--- src/rtl/automaton_row_engine_if.sv ---
// Control and frame-buffer write bus of the automaton row engine.
// master drives the frame request; slave (the engine) drives the write port and status.
interface automaton_row_engine_if;
  logic        start;
  logic [7:0]  rule;
  logic        cont;
  logic [15:0] address_a;
  logic [19:0] data_a;
  logic        wren_a;
  logic        busy;
  logic        done;

  modport master (output start, rule, cont, input address_a, data_a, wren_a, busy, done);
  modport slave  (input start, rule, cont, output address_a, data_a, wren_a, busy, done);
endinterface

--- src/rtl/automaton_row_engine.sv ---
// Elementary cellular-automaton frame generator: writes ROWS x 1280 cells, one 20-cell word per cycle.
// First write the cycle after start; each generated row is 2 idle cycles then 64 writes; no backpressure.
module automaton_row_engine #(
  parameter int ROWS = 1024
) (
  input  logic                  clk108,
  input  logic                  reset,
  automaton_row_engine_if.slave bus
);
  typedef enum logic [1:0] {IDLE, SEED, GEN, FIN} state_t;
  localparam logic [9:0] LAST_ROW = 10'(ROWS - 1);

  state_t      state_q;
  logic [6:0]  cnt_q;
  logic [9:0]  row_q;
  logic [5:0]  wptr_q;
  logic        left_q;
  logic [7:0]  rule_q;
  logic        seed_q;
  logic        lrv_q;
  logic [19:0] rb_q [64];
  logic [15:0] addr_q;
  logic [19:0] data_q;
  logic        wren_q;
  logic        busy_q;
  logic        done_q;

  logic        issue;
  logic [7:0]  rule_eff;
  logic        seed_eff;
  logic [5:0]  wptr_nx;
  logic [21:0] nbhd;
  logic [19:0] gen_word;
  logic [19:0] new_word;

  // A write is launched on the edge that enters its output cycle.
  always_comb begin
    issue = 1'b0;
    case (state_q)
      IDLE:    issue = bus.start;
      SEED:    issue = (cnt_q != 7'd63);
      GEN:     issue = (cnt_q >= 7'd1) && (cnt_q <= 7'd64);
      default: issue = 1'b0;
    endcase
  end

  assign rule_eff = (state_q == IDLE) ? bus.rule : rule_q;
  assign seed_eff = (state_q == IDLE) ? !(bus.cont && lrv_q) : ((state_q == SEED) && seed_q);
  assign wptr_nx  = wptr_q + 6'd1;

  // Words are overwritten in place; left_q keeps the old bit 19 of the word just replaced.
  assign nbhd = {(wptr_q == 6'd63) ? 1'b0 : rb_q[wptr_nx][0],
                 rb_q[wptr_q],
                 (wptr_q == 6'd0) ? 1'b0 : left_q};

  always_comb begin
    gen_word = '0;
    for (int b = 0; b < 20; b++) begin
      gen_word[b] = rule_eff[{nbhd[b], nbhd[b+1], nbhd[b+2]}];
    end
    new_word = seed_eff ? ((wptr_q == 6'd32) ? 20'h00001 : 20'h00000) : gen_word;
  end

  always_ff @(posedge clk108 or posedge reset) begin
    if (reset) begin
      state_q <= IDLE;
      cnt_q   <= '0;
      row_q   <= '0;
      wptr_q  <= '0;
      left_q  <= 1'b0;
      rule_q  <= '0;
      seed_q  <= 1'b1;
      lrv_q   <= 1'b0;
      addr_q  <= '0;
      data_q  <= '0;
      wren_q  <= 1'b0;
      busy_q  <= 1'b0;
      done_q  <= 1'b0;
      for (int i = 0; i < 64; i++) rb_q[i] <= '0;
    end else begin
      wren_q <= issue;
      done_q <= 1'b0;
      if (issue) begin
        addr_q       <= {(state_q == GEN) ? row_q : 10'd0, wptr_q};
        data_q       <= new_word;
        rb_q[wptr_q] <= new_word;
        left_q       <= rb_q[wptr_q][19];
        wptr_q       <= wptr_nx;
      end
      case (state_q)
        IDLE: if (bus.start) begin
          state_q <= SEED;
          rule_q  <= bus.rule;
          seed_q  <= !(bus.cont && lrv_q);
          busy_q  <= 1'b1;
          cnt_q   <= '0;
          row_q   <= '0;
        end
        SEED: if (cnt_q == 7'd63) begin
          state_q <= GEN;
          cnt_q   <= '0;
          row_q   <= 10'd1;
        end else begin
          cnt_q <= cnt_q + 7'd1;
        end
        GEN: if (cnt_q == 7'd65) begin
          cnt_q <= '0;
          if (row_q == LAST_ROW) begin
            state_q <= FIN;
            busy_q  <= 1'b0;
            done_q  <= 1'b1;
            lrv_q   <= 1'b1;
          end else begin
            row_q <= row_q + 10'd1;
          end
        end else begin
          cnt_q <= cnt_q + 7'd1;
        end
        FIN:     state_q <= IDLE;
        default: state_q <= IDLE;
      endcase
    end
  end

  assign bus.address_a = addr_q;
  assign bus.data_a    = data_q;
  assign bus.wren_a    = wren_q;
  assign bus.busy      = busy_q;
  assign bus.done      = done_q;
endmodule

--- src/flat_wrapper.sv ---
// flat-port wrapper written by rule: the top's interface ports become plain ports
module automaton_row_engine_flat 
#(
  parameter int ROWS = 1024
)
  (clk108, reset, bus_start, bus_rule, bus_cont, bus_address_a, bus_data_a, bus_wren_a, bus_busy, bus_done);
  automaton_row_engine_if bus_i ();
  input  logic clk108;
  input  logic reset;
  input wire logic [$bits(bus_i.start)-1:0] bus_start;
  input wire logic [$bits(bus_i.rule)-1:0] bus_rule;
  input wire logic [$bits(bus_i.cont)-1:0] bus_cont;
  output wire logic [$bits(bus_i.address_a)-1:0] bus_address_a;
  output wire logic [$bits(bus_i.data_a)-1:0] bus_data_a;
  output wire logic [$bits(bus_i.wren_a)-1:0] bus_wren_a;
  output wire logic [$bits(bus_i.busy)-1:0] bus_busy;
  output wire logic [$bits(bus_i.done)-1:0] bus_done;
  assign bus_i.start = bus_start;
  assign bus_i.rule = bus_rule;
  assign bus_i.cont = bus_cont;
  assign bus_address_a = bus_i.address_a;
  assign bus_data_a = bus_i.data_a;
  assign bus_wren_a = bus_i.wren_a;
  assign bus_busy = bus_i.busy;
  assign bus_done = bus_i.done;
  automaton_row_engine #(.ROWS(ROWS)) u_core (.clk108(clk108), .reset(reset), .bus(bus_i));
endmodule
--- config.mk ---
export PLATFORM = sky130hd
export DESIGN_NAME = automaton_row_engine_flat
export DESIGN_NICKNAME = d
export VERILOG_FILES = /design/src/rtl/automaton_row_engine_if.sv /design/src/rtl/automaton_row_engine.sv /design/src/flat_wrapper.sv
export SDC_FILE = /design/constraint.sdc
export NUM_CORES = 2
export LEC_CHECK = 0
export CAP_MARGIN = 10
export CORE_ASPECT_RATIO = 0.75
export CORE_MARGIN = 4
export CORE_UTILIZATION = 38
export CTS_BUF_LIST = sky130_fd_sc_hd__clkbuf_8
export DETAILED_ROUTE_END_ITERATION = 8
export MAX_ROUTING_LAYER = met4
export SETUP_SLACK_MARGIN = 0.4
export SLEW_MARGIN = 20
export SYNTH_ARGS = -nofsm -noshare
export SYNTH_HDL_FRONTEND = slang
export SYNTH_SLANG_ARGS = --single-unit
--- constraint.sdc ---
create_clock -name clk108 -period 60 [get_ports clk108]
set_input_delay 12 -clock clk108 [delete_from_list [all_inputs] [get_ports clk108]]
set_output_delay 12 -clock clk108 [all_outputs]
set_load 0.02 [all_outputs]
==> results.ini <==
[floorplanning]
core_area_um2 = 160800
io_pins = 51
die_w_um = 473.7
chipHeight_um = 357.3
start_util_pct = 38.44
rows = 127
die_area_um2 = 169300

[logic_synthesis]
avgSynthCellArea_um2 = 10.35
synth_common_cells = dfrtp_1, nand2_1, o21ai_0
ys_ff_latch = 1355
async_flop_share_pct = 100.0
ys_seq_area_share_pct = 54.85
synth_flop_cell = dfrtp_1
ys_types = 82
syn_area_um2 = 61820
synth.most_common_cell = dfrtp_1
syn_nets = 5993
synth_edf_count = 0
ys_top_cells_by_area = dfrtp_1, o21ai_0, nand2_1, mux4_2, a22o_1
netlist_instances = 5971
synth_top_area_share_pct = 54.81
synth.largest_area_cell = dfrtp_1
ys.warnings.count = 0

[final_layout]
final_area_um2 = 68490
n_fill_cell = 15442
final_nets = 5843
ff_latch_area_um2 = 33920
stdcell_count = 8126
multi_input_area_um2 = 25600
area_growth_pct = 10.79
drive_gt1_share_pct = 13.37

[timing]
hold_viol_final = 0
fmax_ghz = 0.06330
rsz0062_at_grt = false
final.setup.tns_ns = 0
drv_slew = 0
setup_viol = 0
layout_setup_ws_ns = 44.20
maxSlewHeadroom_pct = 10.47
finalCritPeriodShare_pct = 26.33
fin_skew_ns = 0.06116
fin_crit_ns = 15.80
worst_pin_slew_ns = 1.329

[clock_network]
numCtsBuffers = 201
cts_tree = built
cts_sinks = 1355
clk_latency_ns = 0.94
clk_path_buf_depth = 3
post_cts_buffers = 0
cts-root-buf = clkbuf_8
clk_pin_slew_ns = 0.07
holdBufCountCts = 0
cts_htree_levels = 4
cts_resized = 0

[route]
antenna_left = 0
drt-total-wl_mm = 221.3
viasPerCell = 6.022
drc = 0
wl_per_cell_um = 27.24
vias = 48935
drtIter0Drc = 6435
dr.pass1.iters = 7

[power]
power_per_cell_area_nw_per_um2 = 25.43
p_leak_nw = 30.54
fin_total_pwr_mw = 1.742
vdd_drop_max_mv = 0.02149

[setup_path]
start_kind = primary input
arrival_ns = 16.65
ff2ff_path_depth = 14
worstPathMaxFanout = 33
r2r_setup_slack_ns = 52.28
cp.required_ns = 60.85
end_kind = flip-flop
criticalPathCategory = primary input to flip-flop

[run]
maxCapViolCount = 0

[status]
outcome = finished clean

[global_route]
grt_use_total_pct = 26.63
antenna_found_initial = 18
grt_pass1_wl_mm = 325.5
overflow = 0
grt_max_degree = 180
grt_pass1_vias = 46381

[min_path]
hold_class = flip-flop to flip-flop
whs_path_depth = 2

[place]
place_area_um2 = 64120
portBuffers = 50
gp_congestion = 1.010
dp_cells = 7745
dp_slack_ns = 43.38
dpl.hpwl_mm = 134.0

-- final cells by class --
class,count,area share [%]
flip-flops and latches,1355,49.53
diodes,14,0.05115
well taps,2128,3.888
repair buffers,226,2.812
clock inverters,108,1.076
inverters,13,0.08952
multi-input cells,4024,37.37
clock buffers,258,5.185
-- routing by layer --
metal / global-route usage (%) / up-vias / share of wire (%) / wire length [µm]
met5: - / - / 0 / 0
met1: 37.42 / 24765 / 44 / 97380
met2: 35.85 / 2507 / 41 / 90920
met3: 8.463 / 455 / 11 / 25240
met4: 9.678 / 0 / 3.5 / 7782
li1: - / 21208 / - / -
-- state kept, by name (all words and copies together) (netlist names), 2 cells and up --
name and count:
u_core.wptr_q 6, u_core.rb_q 1280, u_core.bus.data_a 20, u_core.row_q 10, u_core.bus.address_a 16, u_core.cnt_q 7
u_core.state_q 2, u_core.rule_q 8
-- layout by cell type, fill, tap and decap left out, types with 7 or more instances in the layout --
cell type,n
a211oi_1,11
a21oi_1,88
a221o_1,32
a221oi_1,116
a22o_1,278
a22oi_1,86
a31oi_1,11
a32oi_1,14
and3_1,15
buf_12,8
buf_4,167
bufinv_16,7
clkbuf_8,258
clkdlybuf4s50_1,50
clkinv_2,26
dfrtp_1,1351
diode_2,14
ha_1,10
inv_1,67
mux2_2,116
mux2i_1,210
mux4_2,117
nand2_1,1236
nand2b_1,11
nand3_1,52
nand3b_1,11
nand4_1,8
nor2_1,176
nor3_1,11
nor3_2,9
o211ai_1,21
o21ai_0,1075
o21ai_1,8
o221ai_1,19
o22a_1,9
o22ai_1,71
o2bb2ai_1,10
o31ai_1,59
or2_2,7
-- critical path, stage by stage --
cell and delay (ns):
clkdlybuf4s50_1 0.53, nand2_1 0.32, a31o_4 0.36, inv_1 0.66, nand2_1 0.29, nor2_2 0.92, nand2_1 0.87, nor2_1 0.47
a22o_1 0.19
-- report_power, final --
part / switching [mW] / internal (mW)
logic: 0.0183 / 0.00168
registers: 0 / 0.914
clock network: 0.390 / 0.419
total: 0.408 / 1.33
-- worst paths after layout --
| kind | from | end |
|---|---|---|
| min in group asynchronous | reset | u_core.rb_q[1109]$_DFFE_PP0P_ |
| worst max-delay path | bus_start | u_core.rb_q[244]$_DFFE_PP0P_ |
| max in group asynchronous | reset | u_core.rb_q[885]$_DFFE_PP0P_ |
| worst min register to register | u_core.bus.address_a[11]$_DFFE_PP0P_ | u_core.bus.address_a[11]$_DFFE_PP0P_ |
| worst min-delay path | u_core.bus.address_a[11]$_DFFE_PP0P_ | u_core.bus.address_a[11]$_DFFE_PP0P_ |
| worst max register to register | u_core.wptr_q[0]$_DFFE_PP0P_ | u_core.rb_q[317]$_DFFE_PP0P_ |
-- stage by stage --
stage | hold WS [ns] | util [%]
after floorplan | 0.4394 | -
after global placement | 0.4537 | 39.87
after detailed placement | 0.4590 | 39.87
after CTS | 0.4699 | 42.54
after global routing | 0.4929 | 42.58
final | 0.4652 | 42.59
-- kinds of logic (layout without fill, tap and decap cells) --
group / after synthesis / count (layout) / share of synthesized area (%)
AND/OR/NAND/NOR: 1594 / 1594 / 10.52
multiplexers: 454 / 454 / 9.978
XOR/XNOR: 8 / 8 / 0.1133
buffers and inverters: 592 / 605 / 4.307
flip-flops: 1355 / 1355 / 54.85
other: 0 / 14 / 0
AO/OA/AOI/OAI: 1958 / 1958 / 20.03
adder cells (fa/ha/maj): 10 / 10 / 0.2024
Power figures use the tool's default switching activity.
